`src/rtl/pc_next_unit.sv`:
```
// rtl/pc_next_unit.sv - next-PC selector and PC register with trap entry/return.
// Optional PC_HISTORY_EN adds a 4-entry ring buffer of previous PC values.
module pc_next_unit #(
    parameter int                 WIDTH      = 32,
    parameter int                 NUM_SRC    = 5,
    parameter int                 SEL_W      = 3,
    parameter logic [WIDTH-1:0]   RESET_PC   = '0,
    parameter logic [WIDTH-1:0]   EXC_VECTOR = WIDTH'(32'h0000_00FC),
    parameter int                 ALIGN_BITS = 2
) (
    input  logic                     i_clk,
    input  logic                     i_reset,
    input  logic [NUM_SRC*WIDTH-1:0] i_src_flat,
    input  logic [SEL_W-1:0]         i_sel,
    input  logic                     i_pc_write,
    input  logic                     i_pc_write_cond,
    input  logic                     i_cond,
    input  logic                     i_exc_req,
    input  logic                     i_exc_ret,
    input  logic [1:0]               i_hist_idx,
    output logic [WIDTH-1:0]         o_pc,
    output logic [WIDTH-1:0]         o_epc,
    output logic                     o_in_trap,
    output logic                     o_pc_changed,
    output logic                     o_misalign,
    output logic                     o_sel_err,
    output logic                     o_double_fault,
    output logic [WIDTH-1:0]         o_hist_pc
);

    typedef enum logic {ST_RUN, ST_TRAP} state_t;

    localparam logic [WIDTH-1:0] ALIGN_MASK = WIDTH'((64'd1 << ALIGN_BITS) - 64'd1);

    state_t           r_state, w_state_nxt;
    logic [WIDTH-1:0] r_pc, r_epc, w_pc_nxt, w_epc_nxt;
    logic             r_pc_changed, r_misalign, r_sel_err, r_double_fault;
    logic             w_chg_nxt, w_mis_nxt, w_sel_err_nxt, w_df_nxt;
    logic             w_wr, w_bad_sel, w_bad_al;
    logic [WIDTH-1:0] w_target;

    assign w_wr      = i_pc_write | (i_pc_write_cond & i_cond);
    assign w_bad_sel = (32'(i_sel) >= NUM_SRC);
    assign w_bad_al  = (w_target & ALIGN_MASK) != '0;

    // Out-of-range selects yield zero, which is always aligned, so bad_sel never masquerades as bad_al.
    always_comb begin
        w_target = '0;
        for (int i = 0; i < NUM_SRC; i++) begin
            if (i_sel == SEL_W'(i)) begin
                w_target = i_src_flat[i*WIDTH +: WIDTH];
            end
        end
    end

    always_comb begin
        w_state_nxt   = r_state;
        w_pc_nxt      = r_pc;
        w_epc_nxt     = r_epc;
        w_chg_nxt     = 1'b0;
        w_mis_nxt     = 1'b0;
        w_sel_err_nxt = r_sel_err;
        w_df_nxt      = r_double_fault;
        case (r_state)
            ST_RUN: begin
                if (i_exc_req) begin
                    w_epc_nxt   = r_pc;
                    w_pc_nxt    = EXC_VECTOR;
                    w_state_nxt = ST_TRAP;
                    w_chg_nxt   = 1'b1;
                end else if (w_wr && w_bad_sel) begin
                    w_sel_err_nxt = 1'b1;
                end else if (w_wr && w_bad_al) begin
                    w_mis_nxt   = 1'b1;
                    w_epc_nxt   = r_pc;
                    w_pc_nxt    = EXC_VECTOR;
                    w_state_nxt = ST_TRAP;
                    w_chg_nxt   = 1'b1;
                end else if (w_wr) begin
                    w_pc_nxt  = w_target;
                    w_chg_nxt = 1'b1;
                end
            end
            ST_TRAP: begin
                // A fault inside the handler cannot be nested: flag it and keep the saved EPC.
                if (i_exc_req || (w_wr && w_bad_al)) begin
                    w_df_nxt  = 1'b1;
                    w_mis_nxt = w_wr && w_bad_al;
                end else if (i_exc_ret) begin
                    w_pc_nxt    = r_epc;
                    w_state_nxt = ST_RUN;
                    w_chg_nxt   = 1'b1;
                end else if (w_wr && w_bad_sel) begin
                    w_sel_err_nxt = 1'b1;
                end else if (w_wr) begin
                    w_pc_nxt  = w_target;
                    w_chg_nxt = 1'b1;
                end
            end
            default: w_state_nxt = ST_RUN;
        endcase
    end

    always_ff @(posedge i_clk) begin
        if (i_reset) begin
            r_state        <= ST_RUN;
            r_pc           <= RESET_PC;
            r_epc          <= '0;
            r_pc_changed   <= 1'b0;
            r_misalign     <= 1'b0;
            r_sel_err      <= 1'b0;
            r_double_fault <= 1'b0;
        end else begin
            r_state        <= w_state_nxt;
            r_pc           <= w_pc_nxt;
            r_epc          <= w_epc_nxt;
            r_pc_changed   <= w_chg_nxt;
            r_misalign     <= w_mis_nxt;
            r_sel_err      <= w_sel_err_nxt;
            r_double_fault <= w_df_nxt;
        end
    end

    assign o_pc           = r_pc;
    assign o_epc          = r_epc;
    assign o_in_trap      = (r_state == ST_TRAP);
    assign o_pc_changed   = r_pc_changed;
    assign o_misalign     = r_misalign;
    assign o_sel_err      = r_sel_err;
    assign o_double_fault = r_double_fault;

`ifdef PC_HISTORY_EN
    logic [WIDTH-1:0] r_hist [4];
    logic [1:0]       r_wptr;
    logic [1:0]       w_rd_idx;

    always_ff @(posedge i_clk) begin
        if (i_reset) begin
            for (int i = 0; i < 4; i++) begin
                r_hist[i] <= '0;
            end
            r_wptr <= 2'd0;
        end else if (w_chg_nxt) begin
            r_hist[r_wptr] <= r_pc;
            r_wptr         <= r_wptr + 2'd1;
        end
    end

    // r_wptr points at the next free slot, so the newest entry sits one behind it.
    assign w_rd_idx  = r_wptr - 2'd1 - i_hist_idx;
    assign o_hist_pc = r_hist[w_rd_idx];
`else
    logic [1:0] w_unused_idx;
    assign w_unused_idx = i_hist_idx;
    assign o_hist_pc    = '0;
`endif

endmodule

```
`config.mk`:
```
export PLATFORM = sky130hd
export DESIGN_NAME = pc_next_unit
export DESIGN_NICKNAME = d
export VERILOG_FILES = /design/src/rtl/pc_next_unit.sv
export SDC_FILE = /design/constraint.sdc
export NUM_CORES = 1
export LEC_CHECK = 0
export ABC_AREA = 1
export CORE_MARGIN = 3
export CORE_UTILIZATION = 40
export CTS_BUF_LIST = sky130_fd_sc_hd__clkbuf_8
export DETAILED_ROUTE_END_ITERATION = 6
export HOLD_SLACK_MARGIN = 0.05
export PLACE_DENSITY_LB_ADDON = 0.05
export SLEW_MARGIN = 30
export SYNTH_ARGS = -nofsm -noshare
export SYNTH_HDL_FRONTEND = slang
export SYNTH_SLANG_ARGS = --single-unit
```
`constraint.sdc`:
```
create_clock -name i_clk -period 2.7 [get_ports i_clk]
set_clock_uncertainty 0.15 [all_clocks]
set_input_delay 0.54 -clock i_clk [delete_from_list [all_inputs] [get_ports i_clk]]
set_output_delay 0.54 -clock i_clk [all_outputs]
set_load 0.01 [all_outputs]
```
==> metrics <==
fin crit share 87.3%; R2R cell count 8; std cell rows 40; highest clock rate 0.424 GHz; Global Route Usage Sum approximately 28%; pin count of the biggest net entering global routing between 40 and 50; #FFs+latches synth 69; Power, Total approximately 3.6 mW; RR Startpoint o_in_trap$_SDFF_PP0_; max-cap violations 0; first-pass GRT wire length 29,800 um; IR drop worst, VDD 0.383 mV; core box area 0.0121 mm^2; Root Driver clkbuf_8; global route overflow 0; Finished Layout Cells 1,275; Netlist Area Pre-Place around 0.0050 mm^2; Final Hold Viols 0; drt pass-1 iters 5; required time of the critical path 2840 ps; Hold Startpoint o_double_fault$_SDFFE_PP0N_; Post-Route WL 19,000 um; RSZ-0062 raised after global routing false; initial DRC count 424; routability cong. 0.852; die area about 0.014 mm^2; clock transition at the registers of the reported paths approximately 70 ps; commonest cells after routing, fill and taps aside nand2_1, clkdlybuf4s50_1, nor2_1, dfxtp_1, nand3_1; Post-Place Cells 1,259; Gate Count Post-Synth 859; Setup crit end kind flip-flop; Period minus WS final 2360 ps; WHS 304 ps; antenna viol nets, final 0; final setup TNS 0 ps; CP Launch Point i_sel[1]; Avg Cell Area, Syn 5.77 um^2; pwr/cell area around 460 mW/mm^2; cell leakage power 3.41 nW; Bufs on Longest Clock Path 2; Min-Delay Path Class flip-flop to flip-flop; cell count of the worst hold path 2; TritonCTS Buffers 9; Boundary Pins 273; CP arrival 2500 ps; antenna violations before repair 0; H-tree depth 3; hpwl dp 14,600 um; startpoint types primary input; Area Overhead vs Synth 58.1%; vias per inst 4.77; status completed; post-CTS sizing 0; share of layout cells above drive strength 1 under 10%; DR vias 6,088; Worst Setup Path Type primary input to flip-flop; sequential area share after synthesis 27.9%; Final #Nets 1,274; die width ~120 um; Routed WL per cell ~15 um; synth unique cells 28; Initial Utilization between 40 and 50%; clock latency on the worst-skew pair 360 ps; CTS tree built; clk sinks 69; CP Max Fanout 16; Port Buffers 238; Die Ht approximately 120 um; max-slew violation count 0; total number of yosys warnings 0; vias in the first global route approximately 5,600; final setup vio count 0; Hold Buf Count CTS 0; drt drc 0; post-CTS setup buffers 0; commonest non-fill, non-tap cell in the layout nand2_1; ANT cells 0
## kinds of logic (layout without fill, tap and decap cells)
family / count (synthesis) / in the layout / synth area share, %
flops: 69 / 69 / 27.9
simple gates: 554 / 554 / 47.9
compound gates: 84 / 84 / 8.77
buf+inv: 151 / 368 / 15.4
other cells: 1 / 32 / 0.0757
## synth_stat cells (all sizes together)
master  instances  area (um^2)
a221oi          1         8.76
o22ai           1         6.26
o21ai          69          345
nor3            1         16.3
conb            1         3.75
nor2          180          693
clkbuf         26         97.6
nand3          68          353
a31oi           1         6.26
inv            65          244
nand2         249          957
dfxtp          69         1380
a21boi          3         22.5
buf            60          422
a21oi           9         45.0
and3           25          156
and2            1         6.26
nand4          30          188
## registers in the layout, indices dropped and copies added, names as in the netlist
name,cells
o_epc,32
o_pc,32
o_in_trap,1
o_pc_changed,1
o_sel_err,1
o_misalign,1
o_double_fault,1
## routing by layer
layer / vias up / share of wire, % / routed length [um] / track usage (%)
li1: 3138 / - / - / -
met1: 2711 / 42 / 7990 / 34.7
met2: 209 / 49 / 9390 / 48.4
met3: 30 / 6.5 / 1240 / 6.79
met4: 0 / 2.1 / 403 / 7.72
met5: - / 0 / 0 / 0
## worst max-delay path: stages
cell and delay (ps):
clkdlybuf4s50_1 580, inv_2 80, buf_4 140, nand4_1 60
nand2_1 50, nor2_1 100, nand2_1 80, nand2_2 100
nand3_4 100, nand2_2 180, buf_4 260, o21ai_0 100
a21oi_1 120
## worst paths after layout
check                                     end  slack, ps
hold reg to reg   o_double_fault$_SDFFE_PP0N_        300
setup / recovery        o_epc[6]$_SDFFE_PP0P_        340
hold / removal    o_double_fault$_SDFFE_PP0N_        300
setup reg to reg         o_pc[4]$_SDFFE_PP0P_        680
## per-stage QoR
| stage | cell area [um^2] | setup WS [ps] | util, % |
|---|---|---|---|
| 4_1_cts | 7830 | 361 | 64.9 |
| 2_1_floorplan | 5070 | 549 | - |
| 3_5_place_dp | 7650 | -10.9 | 63.4 |
| 6_report | 7830 | 343 | 64.9 |
| 3_3_place_gp | 7650 | -1.69 | 63.4 |
| 5_1_grt | 7830 | 178 | 64.9 |
## report_power, final
| group | total [mW] | internal [mW] | switching, mW |
|---|---|---|---|
| clock network | 0.810 | 0.415 | 0.395 |
| registers | 1.30 | 1.16 | 0.138 |
| logic | 1.52 | 0.793 | 0.730 |
## layout make-up
type                       instances  area, um^2
fill                            1150        4230
multi-input combinational        670        2920
timing repair buffer             287        2890
sequential                        69        1380
inverter                          65         244
tap                              168         210
clock buffer                       9         124
clock inverter                     7        60.1
No activity file was read; power rests on OpenSTA's default activity.
==> patch 1: new RTL, config.mk and constraints unchanged <==
The option `PC_HISTORY_EN` is turned on by a define.
--- a/src/rtl/pc_next_unit.sv
+++ b/src/rtl/pc_next_unit.sv
@@ -1,5 +1,7 @@
 // rtl/pc_next_unit.sv - next-PC selector and PC register with trap entry/return.
 // Optional PC_HISTORY_EN adds a 4-entry ring buffer of previous PC values.
+`define PC_HISTORY_EN
+
 module pc_next_unit #(
     parameter int                 WIDTH      = 32,
     parameter int                 NUM_SRC    = 5,
Formal check against the unedited RTL: not equivalent (Yosys sat finds a counterexample within 4 cycles, from zero or initial values and one cycle with i_reset high).
==> patch 1 against the unedited design <==
- the flow now finishes with violations (setup timing)
- sequential power rose to 2.9 times the old value
- sequential cell count up 130
- count of clock-buffer cells in the layout up 8
- non-clock buffer count up 66
- routed wire length up 87%
- power up 140%
- worst setup slack worse by 0.41 ns
- synthesized area up 110%
- final area up 85%
- die area up 99%
- critical path type is now reg -> out
- largest cell class is now registers
==> patch 1: results (changes against the unedited design) <==
CTS
The total clock buffers created by CTS is 17 (was 9). The level count of the clock H-tree came to 4 (was 3).

Timing
The summed negative setup slack over all endpoints is -0.6389 ns (was 0 ns). The setup violation total in the final timing report is 27 (was 0). The least setup slack across all paths after layout came to -0.06408 ns (was 0.3434 ns).

Power
The internal power contribution is 0.005893 W (was 0.002373 W). The total clock network power is 0.00203 W (was 0.000810 W). The peak supply drop is 0.0003181 V (was 0.0003833 V). The share of total power consumed by net switching is 31.79% (was 34.75%). The reported leakage power is 5.998 nW (was 3.410 nW).

Routing
The average detailed-routed wire length per instance is 18.65 um (was 14.92 um). The routed length on met1 is 15380 um (was 7989 um). The number of violations reported at the end of detailed-routing iteration 0 was 562 (was 424). The total wire length after detailed routing is 35580 um (was 19030 um). The routed length on met3 is 2460 um (was 1243 um).

Setup path
The arrival time reported for the critical path endpoint is 2.07 ns (was 2.50 ns). The worst-path maximum fanout is 7 (was 16).

Global route
The first-pass GRT wire length is 53270 um (was 29760 um). The total global-route track usage is 25.76% (was 28.02%). The number of antenna violations at the first check in global routing was 4 (was 0). The met1 capacity usage during global routing was 34.10% (was 34.71%).

The global routing usage on met2 is 42.27% (was 48.42%). The number of global-route vias before repair is 9224 (was 5648).

Finish
The share of post-route cells with drive strength above 1 is 13.35% (was 7.317%).

Outcome
The final reports fail on setup timing. Result of the run: complete, but fails checks (was completed).

Place
The worst slack after detailed placement is -0.8939 ns (was -0.01087 ns). The weighted congestion at the end of routability-driven global placement is 0.9079 (was 0.8523).
[patch 1: worst max-delay path, cell delays in order (launching register included)]
cell and delay (ns):
sky130_fd_sc_hd__dfxtp_2 0.35, sky130_fd_sc_hd__ha_4 0.17, sky130_fd_sc_hd__xnor2_4 0.18, sky130_fd_sc_hd__xor2_4 0.23, sky130_fd_sc_hd__buf_12 0.18, sky130_fd_sc_hd__clkbuf_16 0.16
sky130_fd_sc_hd__o211ai_1 0.11, sky130_fd_sc_hd__o21ai_2 0.08, sky130_fd_sc_hd__buf_2 0.15
[patch 1: what timing repair did]
action	in CTS	in global routing
cloned	7	1
endpoints found under the setup margin	32	73
resized for setup	219	6
pin swaps	23	11
setup buffers	6	1
endpoints found under the hold margin	0	0
[patch 1: final cells by class]
type	count	area, um^2
flip-flops and latches	199	5266
diodes	3	7.507
inverters	106	401.6
well taps	324	405.4
clock buffers	17	234.0
clock inverters	15	193.9
multi-input cells	891	4352
fillers	2315	10170
repair buffers	353	3646
[patch 1: final timing paths]
path / start / end / slack [ns] / cells after the start
worst max-delay path: r_wptr[0]$_SDFFE_PP0P_ / o_hist_pc[26] / -0.06 / 8
worst min-delay path: o_double_fault$_SDFFE_PP0N_ / o_double_fault$_SDFFE_PP0N_ / 0.31 / 2
worst max register to register: o_in_trap$_SDFF_PP0_ / r_hist[3][15]$_DFFE_PP_ / 0.62 / 7
worst min register to register: o_double_fault$_SDFFE_PP0N_ / o_double_fault$_SDFFE_PP0N_ / 0.31 / 2
[patch 1: cells by family after synthesis]
family,synth area share (%)
buf+inv,7.160
compound gates,8.083
flops,51.77
fa+ha+maj,0.1230
simple gates,29.54
mux,3.150
xor+xnor,0.1723
==> patch 2: new RTL, same flow settings <==
Without the edit above. Remove the register `r_misalign`: a continuous assignment takes its place, so the output `o_misalign` follows one clock earlier.
--- a/src/rtl/pc_next_unit.sv
+++ b/src/rtl/pc_next_unit.sv
@@ -107,7 +107,6 @@
             r_pc           <= RESET_PC;
             r_epc          <= '0;
             r_pc_changed   <= 1'b0;
-            r_misalign     <= 1'b0;
             r_sel_err      <= 1'b0;
             r_double_fault <= 1'b0;
         end else begin
@@ -115,11 +114,12 @@
             r_pc           <= w_pc_nxt;
             r_epc          <= w_epc_nxt;
             r_pc_changed   <= w_chg_nxt;
-            r_misalign     <= w_mis_nxt;
             r_sel_err      <= w_sel_err_nxt;
             r_double_fault <= w_df_nxt;
         end
     end
+
+    assign r_misalign = w_mis_nxt;
 
     assign o_pc           = r_pc;
     assign o_epc          = r_epc;
Behaviour: not the same (Yosys sat finds a counterexample within 4 cycles, from zero or initial values and one cycle with i_reset high).
==> patch 2 against the unedited design <==
- worst setup slack worse by 0.14 ns
- synthesized area down 1.0%
- critical path depth down 3
- first-iteration DRC count down 5.7%
- cell count down 2.5%
- final area down 1.2%
- power down 0.67%
- routed wire length up 1.1%
- sequential cell count down 1
- critical path type is now in -> out
- largest cell class is now non-clock buffers
==> patch 2: results (changes against the unedited design) <==
Routing
The number of violations reported at the end of detailed-routing iteration 0 is 400 (was 424). The total wire length after detailed routing is 19230 um (was 19030 um). The routed length on met1 is 8461 um (was 7989 um).

The routed length on met2 is 8994 um (was 9388 um). The average via count per standard cell is 4.854 (was 4.775).

Setup path
The worst-path maximum fanout is 4 (was 16). The startpoint of the most critical setup path is i_cond (was i_sel[1]). The delay of the slowest cell on the worst path is 0.40 ns (was 0.58 ns).

Logic synthesis
The number of distinct library cells after synthesis is 29 (was 28). The share of synthesized area occupied by flip-flops and latches is 27.77% (was 27.89%). Cell types with the highest counts after synthesis: sky130_fd_sc_hd__nand2_1, sky130_fd_sc_hd__nor2_1, sky130_fd_sc_hd__inv_1, sky130_fd_sc_hd__nand3_1, sky130_fd_sc_hd__dfxtp_1 (was sky130_fd_sc_hd__nand2_1, sky130_fd_sc_hd__nor2_1, sky130_fd_sc_hd__dfxtp_1, sky130_fd_sc_hd__nand3_1, sky130_fd_sc_hd__inv_1).

Outcome
Result of the run: completed (unchanged).

Global route
The number of global-route vias before repair was 5459 (was 5648). The total global-route track usage is 26.96% (was 28.02%). The first-pass GRT wire length was 28660 um (was 29760 um).

The maximum number of pins on one net before global-route repair came to 52 (was 47).

Power
The areal power density over the cells is 466.9 nW/um^2 (was 464.3 nW/um^2). The reported leakage power is 3.446 nW (was 3.410 nW).

Finish
The count of fill cells added during filler insertion came to 1128 (was 1150). The share of post-route cells with drive strength above 1 is 7.455% (was 7.317%). The net count reported at finish is 1267 (was 1274).

CTS
The total of cells resized after clock tree synthesis came to 7 (was 0). The clock latency at the later pin of the worst-skew pair is 0.34 ns (was 0.36 ns).

Place
The weighted congestion at the end of routability-driven global placement came to 0.9321 (was 0.8523). The worst slack after detailed placement is -0.4918 ns (was -0.01087 ns). The placed cell area is 7546 um^2 (was 7647 um^2).

Timing
The least setup slack across all paths after layout is 0.2082 ns (was 0.3434 ns).
[patch 2: path summary, 6_finish.rpt]
kind                            endpoint  cells past startpoint
max reg2reg        o_pc[30]$_SDFFE_PP0P_                     10
min reg2reg  o_double_fault$_SDFFE_PP0N_                      2
max                           o_misalign                     10
min          o_double_fault$_SDFFE_PP0N_                      2
[patch 2: through the flow]
stage | TNS [ns] | total power [W] | hold slack, ns | cells
final | 0 | 0.003612 | 0.3023 | 1243
after global routing | 0 | 0.003852 | 0.3414 | 1243
after CTS | 0 | 0.003639 | 0.3034 | 1243
after detailed placement | -8.387 | 0.002799 | 0.2925 | 1227
after global placement | -4.513 | 0.002788 | 0.2883 | 1227
after floorplan | 0 | 0.002019 | 0.3180 | 885
[patch 2: cell families (layout without fill, tap and decap cells)]
group | count (synthesis) | count (layout) | synth area share (%)
buffers and inverters | 177 | 392 | 17.15
flip-flops | 68 | 68 | 27.77
AND/OR/NAND/NOR | 472 | 472 | 40.79
AO/OA/AOI/OAI | 136 | 136 | 14.22
other | 1 | 32 | 0.07650
[patch 2: cell type report]
type                            instances  share of cell area [%]
Tap cell                              143                   2.313
Multi-Input combinational cell        640                   36.55
Sequential cell                        68                   17.60
Timing Repair Buffer                  285                   36.65
Inverter                               91                   4.415
Clock buffer                            9                   1.601
Clock inverter                          7                  0.8734
[patch 2: where the power goes]
part           total [W]  internal, W  switching [W]
clock           0.000829     0.000423       0.000406
sequential       0.00127      0.00114       0.000128
combinational    0.00151     0.000776       0.000734
[patch 2: layer usage]
metal	global-route usage, %	vias to the layer above
met5	0	-
met4	7.569	0
met3	5.596	32
met2	43.61	245
met1	36.42	2621
li1	-	3136
